$ cat src/rtl/alu_operand_stage_if.sv
// Package and interface for the ALU operand stage.
//
// alu_operand_stage_pkg : ALU operation encoding shared by decode, this stage
//                         and the ALU.
// alu_operand_stage_if  : all non-clock signals of the stage.
//   master modport : environment view. Decode, forwarding sources and the
//                    ALU-side consumer drive the stage through it.
//   slave modport  : stage view. The stage takes decoded ops, forwarding
//                    data, flush and out_ready_i, and drives in_ready_o
//                    together with the registered ALU-side op.
//   Signals: flush_i, decode handshake/payload (in_*), MEM/WB forwarding
//            (fwd_*), ALU-side handshake/payload (out_*, alu_op_o, in1_o,
//            in2_o, rd_addr_o).

package alu_operand_stage_pkg;

    typedef enum logic [3:0] {
        ALU_OP_ADD  = 4'd0,
        ALU_OP_SUB  = 4'd1,
        ALU_OP_AND  = 4'd2,
        ALU_OP_OR   = 4'd3,
        ALU_OP_XOR  = 4'd4,
        ALU_OP_SLL  = 4'd5,
        ALU_OP_SRL  = 4'd6,
        ALU_OP_SRA  = 4'd7,
        ALU_OP_SLT  = 4'd8,
        ALU_OP_SLTU = 4'd9
    } alu_op_t;

endpackage

interface alu_operand_stage_if
    import alu_operand_stage_pkg::*;
#(
    parameter int XLEN   = 32,
    parameter int REG_AW = 5
);

    logic              flush_i;

    logic              in_valid_i;
    logic              in_ready_o;
    alu_op_t           in_alu_op_i;
    logic [REG_AW-1:0] in_rs1_addr_i;
    logic [REG_AW-1:0] in_rs2_addr_i;
    logic [XLEN-1:0]   in_rs1_data_i;
    logic [XLEN-1:0]   in_rs2_data_i;
    logic [XLEN-1:0]   in_pc_i;
    logic [XLEN-1:0]   in_imm_i;
    logic [1:0]        in_in1_sel_i;
    logic [1:0]        in_in2_sel_i;
    logic [REG_AW-1:0] in_rd_addr_i;

    logic              fwd_mem_en_i;
    logic [REG_AW-1:0] fwd_mem_rd_i;
    logic [XLEN-1:0]   fwd_mem_data_i;
    logic              fwd_wb_en_i;
    logic [REG_AW-1:0] fwd_wb_rd_i;
    logic [XLEN-1:0]   fwd_wb_data_i;

    logic              out_valid_o;
    logic              out_ready_i;
    alu_op_t           alu_op_o;
    logic [XLEN-1:0]   in1_o;
    logic [XLEN-1:0]   in2_o;
    logic [REG_AW-1:0] rd_addr_o;

    modport master (
        output flush_i,
        output in_valid_i, in_alu_op_i, in_rs1_addr_i, in_rs2_addr_i,
        output in_rs1_data_i, in_rs2_data_i, in_pc_i, in_imm_i,
        output in_in1_sel_i, in_in2_sel_i, in_rd_addr_i,
        output fwd_mem_en_i, fwd_mem_rd_i, fwd_mem_data_i,
        output fwd_wb_en_i, fwd_wb_rd_i, fwd_wb_data_i,
        output out_ready_i,
        input  in_ready_o,
        input  out_valid_o, alu_op_o, in1_o, in2_o, rd_addr_o
    );

    modport slave (
        input  flush_i,
        input  in_valid_i, in_alu_op_i, in_rs1_addr_i, in_rs2_addr_i,
        input  in_rs1_data_i, in_rs2_data_i, in_pc_i, in_imm_i,
        input  in_in1_sel_i, in_in2_sel_i, in_rd_addr_i,
        input  fwd_mem_en_i, fwd_mem_rd_i, fwd_mem_data_i,
        input  fwd_wb_en_i, fwd_wb_rd_i, fwd_wb_data_i,
        input  out_ready_i,
        output in_ready_o,
        output out_valid_o, alu_op_o, in1_o, in2_o, rd_addr_o
    );

endinterface

$ cat src/rtl/alu_operand_stage.sv
// ALU operand stage: resolves in1/in2 for the ALU from register data (with
// MEM/WB forwarding), PC, immediate and constants, then registers the op
// behind a valid/ready handshake with a 2-entry skid buffer (OUT + SKID).
//
// Ports:
//   clk_i    : clock, all state on the rising edge
//   reset_ni : asynchronous active-low reset
//   bus      : alu_operand_stage_if.slave. Carries flush, the decode-side
//              handshake/payload, forwarding, and the ALU-side
//              handshake/payload.
//
// in_ready_o is decoded from the state register only. That keeps
// out_ready_i from reaching in_ready_o through a combinational path.

module alu_operand_stage
    import alu_operand_stage_pkg::*;
#(
    parameter int XLEN   = 32,
    parameter int REG_AW = 5
) (
    input  logic              clk_i,
    input  logic              reset_ni,
    alu_operand_stage_if.slave bus
);

    typedef struct packed {
        alu_op_t           alu_op;
        logic [XLEN-1:0]   in1;
        logic [XLEN-1:0]   in2;
        logic [REG_AW-1:0] rd;
    } payload_t;

    typedef enum logic [1:0] {
        ST_EMPTY = 2'd0,   // OUT empty,  SKID empty
        ST_ONE   = 2'd1,   // OUT valid,  SKID empty
        ST_FULL  = 2'd2    // OUT valid,  SKID valid
    } state_t;

    localparam logic [XLEN-1:0] CONST_FOUR = XLEN'(4);

    state_t   state_q;
    state_t   state_next;
    payload_t in_payload;
    payload_t out_q;
    payload_t skid_q;
    logic     accept;
    logic     transfer;
    logic     load_out_from_in;
    logic     load_out_from_skid;
    logic     load_skid;

    // MEM beats WB. x0 is hard-wired to zero whatever the regfile or the
    // forwarding sources report.
    function automatic logic [XLEN-1:0] resolve_src(
        input logic [REG_AW-1:0] rs,
        input logic [XLEN-1:0]   rf_data,
        input logic              mem_en,
        input logic [REG_AW-1:0] mem_rd,
        input logic [XLEN-1:0]   mem_data,
        input logic              wb_en,
        input logic [REG_AW-1:0] wb_rd,
        input logic [XLEN-1:0]   wb_data
    );
        logic [XLEN-1:0] value;
        if (rs == '0) begin
            value = '0;
        end else if (mem_en && (mem_rd == rs)) begin
            value = mem_data;
        end else if (wb_en && (wb_rd == rs)) begin
            value = wb_data;
        end else begin
            value = rf_data;
        end
        return value;
    endfunction

    // ------------------------------------------------------------------
    // Operand resolution (sampled in the accept cycle)
    // ------------------------------------------------------------------
    always_comb begin
        logic [XLEN-1:0] src1;
        logic [XLEN-1:0] src2;
        // NOTE: every output of a combinational block gets a default first,
        // so no path through the block can leave it unassigned and infer a latch.
        in_payload        = '0;
        in_payload.alu_op = bus.in_alu_op_i;
        in_payload.rd     = bus.in_rd_addr_i;

        src1 = resolve_src(bus.in_rs1_addr_i, bus.in_rs1_data_i,
                           bus.fwd_mem_en_i, bus.fwd_mem_rd_i, bus.fwd_mem_data_i,
                           bus.fwd_wb_en_i, bus.fwd_wb_rd_i, bus.fwd_wb_data_i);
        src2 = resolve_src(bus.in_rs2_addr_i, bus.in_rs2_data_i,
                           bus.fwd_mem_en_i, bus.fwd_mem_rd_i, bus.fwd_mem_data_i,
                           bus.fwd_wb_en_i, bus.fwd_wb_rd_i, bus.fwd_wb_data_i);

        unique case (bus.in_in1_sel_i)
            2'd0:    in_payload.in1 = src1;
            2'd1:    in_payload.in1 = bus.in_pc_i;
            default: in_payload.in1 = '0;        // zero and reserved
        endcase

        unique case (bus.in_in2_sel_i)
            2'd0:    in_payload.in2 = src2;
            2'd1:    in_payload.in2 = bus.in_imm_i;
            2'd2:    in_payload.in2 = CONST_FOUR;
            default: in_payload.in2 = '0;        // reserved
        endcase
    end

    // ------------------------------------------------------------------
    // Handshake FSM: state register / next state / outputs
    // ------------------------------------------------------------------
    assign accept   = bus.in_valid_i && bus.in_ready_o;
    assign transfer = bus.out_valid_o && bus.out_ready_i;

    always_ff @(posedge clk_i or negedge reset_ni) begin
        // NOTE: sequential state is updated with non-blocking assignments so
        // that every register samples the values from before the edge.
        if (!reset_ni) begin
            state_q <= ST_EMPTY;
        end else begin
            state_q <= state_next;
        end
    end

    always_comb begin
        state_next = state_q;
        if (bus.flush_i) begin
            state_next = ST_EMPTY;
        end else begin
            unique case (state_q)
                ST_EMPTY: if (accept) state_next = ST_ONE;
                ST_ONE: begin
                    if (accept && !transfer)      state_next = ST_FULL;
                    else if (!accept && transfer) state_next = ST_EMPTY;
                end
                ST_FULL:  if (transfer) state_next = ST_ONE;
                default:  state_next = ST_EMPTY;
            endcase
        end
    end

    always_comb begin
        bus.out_valid_o    = (state_q != ST_EMPTY);
        bus.in_ready_o     = (state_q != ST_FULL);
        load_out_from_in   = 1'b0;
        load_out_from_skid = 1'b0;
        load_skid          = 1'b0;
        if (!bus.flush_i) begin
            unique case (state_q)
                ST_EMPTY: load_out_from_in = accept;
                ST_ONE: begin
                    load_out_from_in = accept && transfer;
                    load_skid        = accept && !transfer;
                end
                ST_FULL:  load_out_from_skid = transfer;
                default:  ;
            endcase
        end
    end

    // ------------------------------------------------------------------
    // Data registers
    // ------------------------------------------------------------------
    always_ff @(posedge clk_i or negedge reset_ni) begin
        if (!reset_ni) begin
            out_q <= '{alu_op: ALU_OP_ADD, in1: '0, in2: '0, rd: '0};
        end else if (load_out_from_in) begin
            out_q <= in_payload;
        end else if (load_out_from_skid) begin
            out_q <= skid_q;
        end
    end

    // NOTE: SKID holds data only. Its valid bit lives in the FSM, which is
    // reset, so the data register is deliberately left without a reset.
    always_ff @(posedge clk_i) begin
        if (load_skid) begin
            skid_q <= in_payload;
        end
    end

    assign bus.alu_op_o  = out_q.alu_op;
    assign bus.in1_o     = out_q.in1;
    assign bus.in2_o     = out_q.in2;
    assign bus.rd_addr_o = out_q.rd;

endmodule

$ cat src/flat_wrapper.sv
// flat-port wrapper written by rule: the top's interface ports become plain ports
module alu_operand_stage_flat import alu_operand_stage_pkg::*;
#(
    parameter int XLEN   = 32,
    parameter int REG_AW = 5
)
  (clk_i, reset_ni, bus_flush_i, bus_in_valid_i, bus_in_alu_op_i, bus_in_rs1_addr_i, bus_in_rs2_addr_i, bus_in_rs1_data_i, bus_in_rs2_data_i, bus_in_pc_i, bus_in_imm_i, bus_in_in1_sel_i, bus_in_in2_sel_i, bus_in_rd_addr_i, bus_fwd_mem_en_i, bus_fwd_mem_rd_i, bus_fwd_mem_data_i, bus_fwd_wb_en_i, bus_fwd_wb_rd_i, bus_fwd_wb_data_i, bus_out_ready_i, bus_in_ready_o, bus_out_valid_o, bus_alu_op_o, bus_in1_o, bus_in2_o, bus_rd_addr_o);
  alu_operand_stage_if #(.XLEN(XLEN), .REG_AW(REG_AW)) bus_i ();
  input  logic clk_i;
  input  logic reset_ni;
  input wire logic [$bits(bus_i.flush_i)-1:0] bus_flush_i;
  input wire logic [$bits(bus_i.in_valid_i)-1:0] bus_in_valid_i;
  input wire logic [$bits(bus_i.in_alu_op_i)-1:0] bus_in_alu_op_i;
  input wire logic [$bits(bus_i.in_rs1_addr_i)-1:0] bus_in_rs1_addr_i;
  input wire logic [$bits(bus_i.in_rs2_addr_i)-1:0] bus_in_rs2_addr_i;
  input wire logic [$bits(bus_i.in_rs1_data_i)-1:0] bus_in_rs1_data_i;
  input wire logic [$bits(bus_i.in_rs2_data_i)-1:0] bus_in_rs2_data_i;
  input wire logic [$bits(bus_i.in_pc_i)-1:0] bus_in_pc_i;
  input wire logic [$bits(bus_i.in_imm_i)-1:0] bus_in_imm_i;
  input wire logic [$bits(bus_i.in_in1_sel_i)-1:0] bus_in_in1_sel_i;
  input wire logic [$bits(bus_i.in_in2_sel_i)-1:0] bus_in_in2_sel_i;
  input wire logic [$bits(bus_i.in_rd_addr_i)-1:0] bus_in_rd_addr_i;
  input wire logic [$bits(bus_i.fwd_mem_en_i)-1:0] bus_fwd_mem_en_i;
  input wire logic [$bits(bus_i.fwd_mem_rd_i)-1:0] bus_fwd_mem_rd_i;
  input wire logic [$bits(bus_i.fwd_mem_data_i)-1:0] bus_fwd_mem_data_i;
  input wire logic [$bits(bus_i.fwd_wb_en_i)-1:0] bus_fwd_wb_en_i;
  input wire logic [$bits(bus_i.fwd_wb_rd_i)-1:0] bus_fwd_wb_rd_i;
  input wire logic [$bits(bus_i.fwd_wb_data_i)-1:0] bus_fwd_wb_data_i;
  input wire logic [$bits(bus_i.out_ready_i)-1:0] bus_out_ready_i;
  output wire logic [$bits(bus_i.in_ready_o)-1:0] bus_in_ready_o;
  output wire logic [$bits(bus_i.out_valid_o)-1:0] bus_out_valid_o;
  output wire logic [$bits(bus_i.alu_op_o)-1:0] bus_alu_op_o;
  output wire logic [$bits(bus_i.in1_o)-1:0] bus_in1_o;
  output wire logic [$bits(bus_i.in2_o)-1:0] bus_in2_o;
  output wire logic [$bits(bus_i.rd_addr_o)-1:0] bus_rd_addr_o;
  assign bus_i.flush_i = bus_flush_i;
  assign bus_i.in_valid_i = bus_in_valid_i;
  assign bus_i.in_alu_op_i = bus_in_alu_op_i;
  assign bus_i.in_rs1_addr_i = bus_in_rs1_addr_i;
  assign bus_i.in_rs2_addr_i = bus_in_rs2_addr_i;
  assign bus_i.in_rs1_data_i = bus_in_rs1_data_i;
  assign bus_i.in_rs2_data_i = bus_in_rs2_data_i;
  assign bus_i.in_pc_i = bus_in_pc_i;
  assign bus_i.in_imm_i = bus_in_imm_i;
  assign bus_i.in_in1_sel_i = bus_in_in1_sel_i;
  assign bus_i.in_in2_sel_i = bus_in_in2_sel_i;
  assign bus_i.in_rd_addr_i = bus_in_rd_addr_i;
  assign bus_i.fwd_mem_en_i = bus_fwd_mem_en_i;
  assign bus_i.fwd_mem_rd_i = bus_fwd_mem_rd_i;
  assign bus_i.fwd_mem_data_i = bus_fwd_mem_data_i;
  assign bus_i.fwd_wb_en_i = bus_fwd_wb_en_i;
  assign bus_i.fwd_wb_rd_i = bus_fwd_wb_rd_i;
  assign bus_i.fwd_wb_data_i = bus_fwd_wb_data_i;
  assign bus_i.out_ready_i = bus_out_ready_i;
  assign bus_in_ready_o = bus_i.in_ready_o;
  assign bus_out_valid_o = bus_i.out_valid_o;
  assign bus_alu_op_o = bus_i.alu_op_o;
  assign bus_in1_o = bus_i.in1_o;
  assign bus_in2_o = bus_i.in2_o;
  assign bus_rd_addr_o = bus_i.rd_addr_o;
  alu_operand_stage #(.XLEN(XLEN), .REG_AW(REG_AW)) u_core (.clk_i(clk_i), .reset_ni(reset_ni), .bus(bus_i));
endmodule
$ cat config.mk
export PLATFORM = sky130hd
export DESIGN_NAME = alu_operand_stage_flat
export DESIGN_NICKNAME = d
export VERILOG_FILES = /design/src/rtl/alu_operand_stage_if.sv /design/src/rtl/alu_operand_stage.sv /design/src/flat_wrapper.sv
export SDC_FILE = /design/constraint.sdc
export NUM_CORES = 1
export LEC_CHECK = 0
export ABC_CLOCK_PERIOD_IN_PS = 10000
export BUFFER_PORTS_ARGS = -buffer_cell sky130_fd_sc_hd__buf_2
export CAP_MARGIN = 20
export CORE_UTILIZATION = 39
export DETAILED_ROUTE_END_ITERATION = 8
export HOLD_SLACK_MARGIN = 0.1
export PLACE_DENSITY = 0.62
export SLEW_MARGIN = 20
export SYNTH_ARGS = -nofsm -noshare
export SYNTH_HDL_FRONTEND = slang
export SYNTH_SLANG_ARGS = --single-unit
$ cat constraint.sdc
create_clock -name clk_i -period 10 [get_ports clk_i]
set_input_delay 2 -clock clk_i [delete_from_list [all_inputs] [get_ports clk_i]]
set_output_delay 2 -clock clk_i [all_outputs]
set_load 0.02 [all_outputs]
# [After elaboration in Yosys (flattened, before gate mapping)]
# Cells that the tools add are included.
[word_totals] ff_bits=148 inputBits=232 out_inout_bits=75 elab_cells=63
[classes] n_eq_ne=13 muxes=22 n_reduce_logical=19
[op_table] operator="$mux 32" count=6
[op_table] operator="$mux 73" count=2
[op_table] operator="$pmux 32 s3" count=1
[op_table] operator="$pmux 32 s2" count=1
[op_table] operator="$eq 5x5->1" count=4
[op_table] operator="$logic_not 5->1" count=2
[op_table] operator="$mux 2" count=5
[op_table] operator="$logic_and 1x1->1" count=9
[op_table] operator="$eq 2x1->1 const B" count=3
[op_table] operator="$logic_not 2->1" count=3
[op_table] operator="$ne 3x2->1 const B" count=2
[op_table] operator="$pmux 2 s3" count=1
[op_table] operator="$mux 1" count=5
[op_table] operator="$eq 2x2->1 const B" count=2
[op_table] operator="$ne 4x2->1 const B" count=1
[op_table] operator="$reduce_bool 2->1" count=2
[op_table] operator="$reduce_and 3->1" count=1
[op_table] operator="$logic_not 1->1" count=2
[op_table] operator="$ne 2x2->1 const B" count=1
[op_table] operator="$pmux 1 s2" count=1

# [Depth between registers and ports, before layout]
[depth] depth_word=8 depth_mapped=10 ltp_nobuf=9

# [Worst setup path before layout]
# Ideal clock, no wire load.
[synth_timing] path_kind="input port to flip-flop" start="input bus_out_ready_i" end="register u_core.skid_q[0] (netlist name) (enable)" setup_time_ps=713 t_arrival_ps=9804 t_required_ps=9287 slack_ps=-517 stages=5 n_path_buf=0 cell_sequence="inv_1 -> a21oi_1 -> inv_1 -> ha_1 -> nor4b_1"
[synth_via] elab_chain_cells=5
[synth_rtl] item="from (decl)" line_no="flat_wrapper.sv:29" rtl="input wire logic [$bits(bus_i.out_ready_i)-1:0] bus_out_ready_i;"
[synth_rtl] item="$logic_and 1x1->1" line_no="alu_operand_stage.sv:114" rtl="assign transfer = bus.out_valid_o && bus.out_ready_i;"
[synth_rtl] item="$logic_not 1->1" line_no="alu_operand_stage.sv:154" rtl="load_skid = accept && !transfer;"
[synth_rtl] item="$logic_and 1x1->1" line_no="alu_operand_stage.sv:154"
[synth_rtl] item="$mux 1" line_no="alu_operand_stage.sv:150" rtl="unique case (state_q)"
[synth_rtl] item="$mux 1" line_no="alu_operand_stage.sv:149" rtl="if (!bus.flush_i) begin"
[synth_rtl] item="via u_core.load_skid" line_no="alu_operand_stage.sv:50" rtl="logic load_skid;"
[synth_rtl] item="to (signal assigned)" line_no="alu_operand_stage.sv:179" rtl="skid_q <= in_payload;"
[synth_rtl] item="to (decl)" line_no="alu_operand_stage.sv:45" rtl="payload_t skid_q;"
# The timed path passes the listed nets, and every way through them passes these cells.
# A chain may end at the register's enable or synchronous reset.

# [Final worst setup path]
[layout_timing] start="input bus_out_ready_i" end="register u_core.out_q, in the netlist u_core.bus.in1_o[3]"
[layout_via] elab_chain_cells=5 word_cells_on_any_way=8 cone_classes="5 x mux; 3 x reduce/logical"
[layout_rtl] item="$logic_and 1x1->1 *" line_no="alu_operand_stage.sv:114"
[layout_rtl] item="$logic_and 1x1->1" line_no="alu_operand_stage.sv:153" rtl="load_out_from_in = accept && transfer;"
[layout_rtl] item="$pmux 1 s2" line_no="alu_operand_stage.sv:150"
[layout_rtl] item="$mux 1" line_no="alu_operand_stage.sv:149"
[layout_rtl] item="$mux 73 or $reduce_bool 2->1 (tied branches)"
[layout_rtl] item="to (signal assigned)" line_no="alu_operand_stage.sv:167" rtl="out_q <= '{alu_op: ALU_OP_ADD, in1: '0, in2: '0, rd: '0};"
[layout_rtl] item="to (signal assigned)" line_no="alu_operand_stage.sv:169" rtl="out_q <= in_payload;"
[layout_rtl] item="to (signal assigned)" line_no="alu_operand_stage.sv:171" rtl="out_q <= skid_q;"
[layout_rtl] item="to (decl)" line_no="alu_operand_stage.sv:44" rtl="payload_t out_q;"
# Every way passes the cells marked *; elsewhere a longest branch is shown, timed or not.

==> results.toml <==
[timing]
rsz0062_at_grt = "false"
skew_ns = 0.0116
slew_headroom = 0.281
hold_viol_final = 0
finalMaxSlewViolations = 0
fmax_mhz = 229
fin_tns_setup_ns = 0
holdWs_ns = 0.480
max_slew.worst_pin.slew_ns = 1.08
finalCritPeriodShare = 0.436
setup_viol = 0
post-route-min-period_ns = 4.36
fin_ws_ns = 5.64

[pwr]
ir_worst_vdd_uv = 102
p_leak_uw = 0.00463
power_density_nw_per_um2 = 166

[routing]
drc = 0
antenna_left = 0
wl_per_cell_um = 19.4
totalWireLength_mm = 27.5
viasPerCell = 5.39
num_vias = 7658
dr.pass1.iters = 5
drt-initial-drc-count = 536

[placed_design]
dp_slack_ns = 5.18
dp.final_hpwl_mm = 18.9
gp_congestion = 0.904
io_buffers = 306

[clock_network]
clock-sinks = 148
htree_levels = 4
clkTransAtPathRegs_ns = 0.07
hold_buffers = 0
postCtsSetupRepairBufs = 0
insertion_delay_ns = 0.42
clock_path_buffers = 2
cts_tree = "built"
root_buffer = "clkbuf_16"
cts_resized = 0
numCtsBuffers = 17

[setup_path]
worstRegToRegCells = 9
slowest_delay_ns = 0.67
cp-start-kind = "primary input"
reg2reg_to = "u_core.bus.in1_o[3]"
worst-path-max-fanout = 84
r2r_start = "u_core.state_q[1]"
crit_required_ns = 10.32
cp-startpoint = "bus_out_ready_i"
cp_cell_sequence = "buf_2 > inv_1 > a21oi_1 > ha_1 > nand2_1 > a211oi_4 > buf_4 > nand2_1 > buf_4 > o31ai_1"
critPathArrivalTime_ns = 4.69
worst_path_dominant_cell_family = "buffers and inverters"
slowest_stage = "buf_4"
worst_setup_path_end_kind = "flip-flop"
r2r_slack_ns = 6.70
critPathKind = "primary input to flip-flop"
crit_buf_inv = 4

[synth]
avgSynthCellArea_sq_um = 10.3
syn_nets = 1082
syn_area_sq_um = 8750
ys.warnings.count = 0
synth.yosys.seq_area_share = 0.465
syn_inst = 848
ys_seq_elements = 148
synthDistinctLibCells = 48

[outcome]
status = "complete, no violations"

[grt]
grt_pass1_vias = 7490
grt_overflow = 0
grt_max_degree = 85
grt_usage = 0.240
antenna_found_initial = 6
grt_pass1_wl_mm = 41.4

[floorplan]
core_sq_um = 21900
initial_core_util = 0.400
die_h_um = 152
row_count = 54
die_width_um = 152
io_pins = 307
die-area_sq_um = 23000

[hold_path]
holdCritPathClass = "flip-flop to flip-flop"
min_to = "u_core.bus.in1_o[4]"
min-delay-start = "u_core.skid_q[41]"
hold_path_depth = 2

[job]
maxCapViolations = 0

[finish]
nets = 1358
drive_above_1_share = 0.369
syn2layout_area_growth_pct = 26.5
[cell usage after synthesis (all sizes together)]
cell type    n  area, sq um
a211o        3         26.3
a211oi      25          188
a21boi       1         7.51
a21o         1         7.51
a21oi        7         35.0
a221o        2         20.0
a221oi       9         78.8
a22o         2         17.5
a22oi        1         7.51
a2bb2oi      1         8.76
a31oi        9         56.3
a32o         2         20.0
a41oi        1         8.76
and2        53          407
and3         1         6.26
buf         22          170
clkbuf      40          150
dfrtp       75         1880
edfxtp      73         2190
ha           2         25.0
inv          4         15.0
mux2        30          338
mux2i       93          931
nand2      102          383
nand2b       2         12.5
nand3        2         10.0
nand4        2         12.5
nor2        98          370
nor2b        2         12.5
nor3         3         15.0
nor4         2         12.5
nor4b        1         8.76
o21ai       36          180
o31a        22          193
o31ai       68          510
o41ai        8          115
or2         23          144
xnor2       12          105
xor2         8         70.1
[layout make-up]
| class | count | area, sq um |
|---|---|---|
| Timing Repair Buffer | 319 | 1630 |
| Sequential cell | 148 | 4070 |
| Antenna cell | 4 | 10.0 |
| Tap cell | 280 | 350 |
| Fill cell | 2127 | 10800 |
| Clock buffer | 18 | 439 |
| Clock inverter | 14 | 141 |
| Multi-Input combinational cell | 634 | 4410 |
| Inverter | 4 | 15.0 |
[where the power goes]
part	leakage, uW	internal, uW	total, uW	switching (uW)
Combinational	0.00276	189	453	264
Clock	0.000283	357	637	280
Sequential	0.00158	713	749	35.9
[worst register-to-register path: cells and delay by family (launching register included)]
family,cells,cell delay [ns]
DFF,1,0.51
AOI/OAI and AO/OA,3,0.70
adders and majority gates,1,0.18
and+or+nand+nor,2,0.62
buffers and inverters,3,1.19
[cells by family after synthesis]
kind of cell	count (synthesis)	share of synthesized area
buffers and inverters	66	0.0383
muxes	123	0.145
adders and majority gates	2	0.00286
DFF	148	0.465
AOI/OAI and AO/OA	198	0.169
xor gates and xnor gates	20	0.0200
and+or+nand+nor	291	0.159
[layout by cell type, fill, tap and decap left out, types with 24 or more instances in the layout]
cell / instances
a211oi_1: 24
and2_4: 30
buf_2: 305
dfrtp_1: 75
edfxtp_1: 73
mux2i_1: 93
nand2_1: 101
nor2_1: 97
o21ai_0: 35
o31ai_1: 68
[state kept, by name, summed over array words and instances, names as in the netlist]
signal,cells
u_core.skid_q,73
u_core.bus.in2_o,32
u_core.bus.rd_addr_o,5
u_core.bus.in1_o,32
u_core.bus.alu_op_o,4
u_core.state_q,2
[metal layers]
layer  global-route usage  wire length, um
met2                0.392            12900
met1                0.311            11900
met3               0.0602             2120
met4               0.0782              526
met5                    0               22
[how the worst max path moves through the flow]
stage / endpoint / slack, ns / cells past startpoint
detailed placement: u_core.bus.in1_o[3] / 5.18 / 10
floorplan: u_core.skid_q[0] / 3.13 / 5
finish: u_core.bus.in1_o[3] / 5.64 / 10
global route: u_core.bus.in1_o[3] / 5.39 / 10
CTS: u_core.bus.in1_o[3] / 5.62 / 10
global placement: u_core.bus.in1_o[7] / 5.36 / 10
[metrics by stage]
step           cell area (sq um)  power [uW]  utilization  instances
6_report                   11100        1840        0.505       1421
4_1_cts                    11100        1850        0.505       1417
5_1_grt                    11100        1920        0.505       1420
3_3_place_gp               10500        1210        0.478       1385
3_5_place_dp               10500        1210        0.478       1385
2_1_floorplan               8750        1030            -        848
Note: power is estimated with default switching activity, not from simulation.
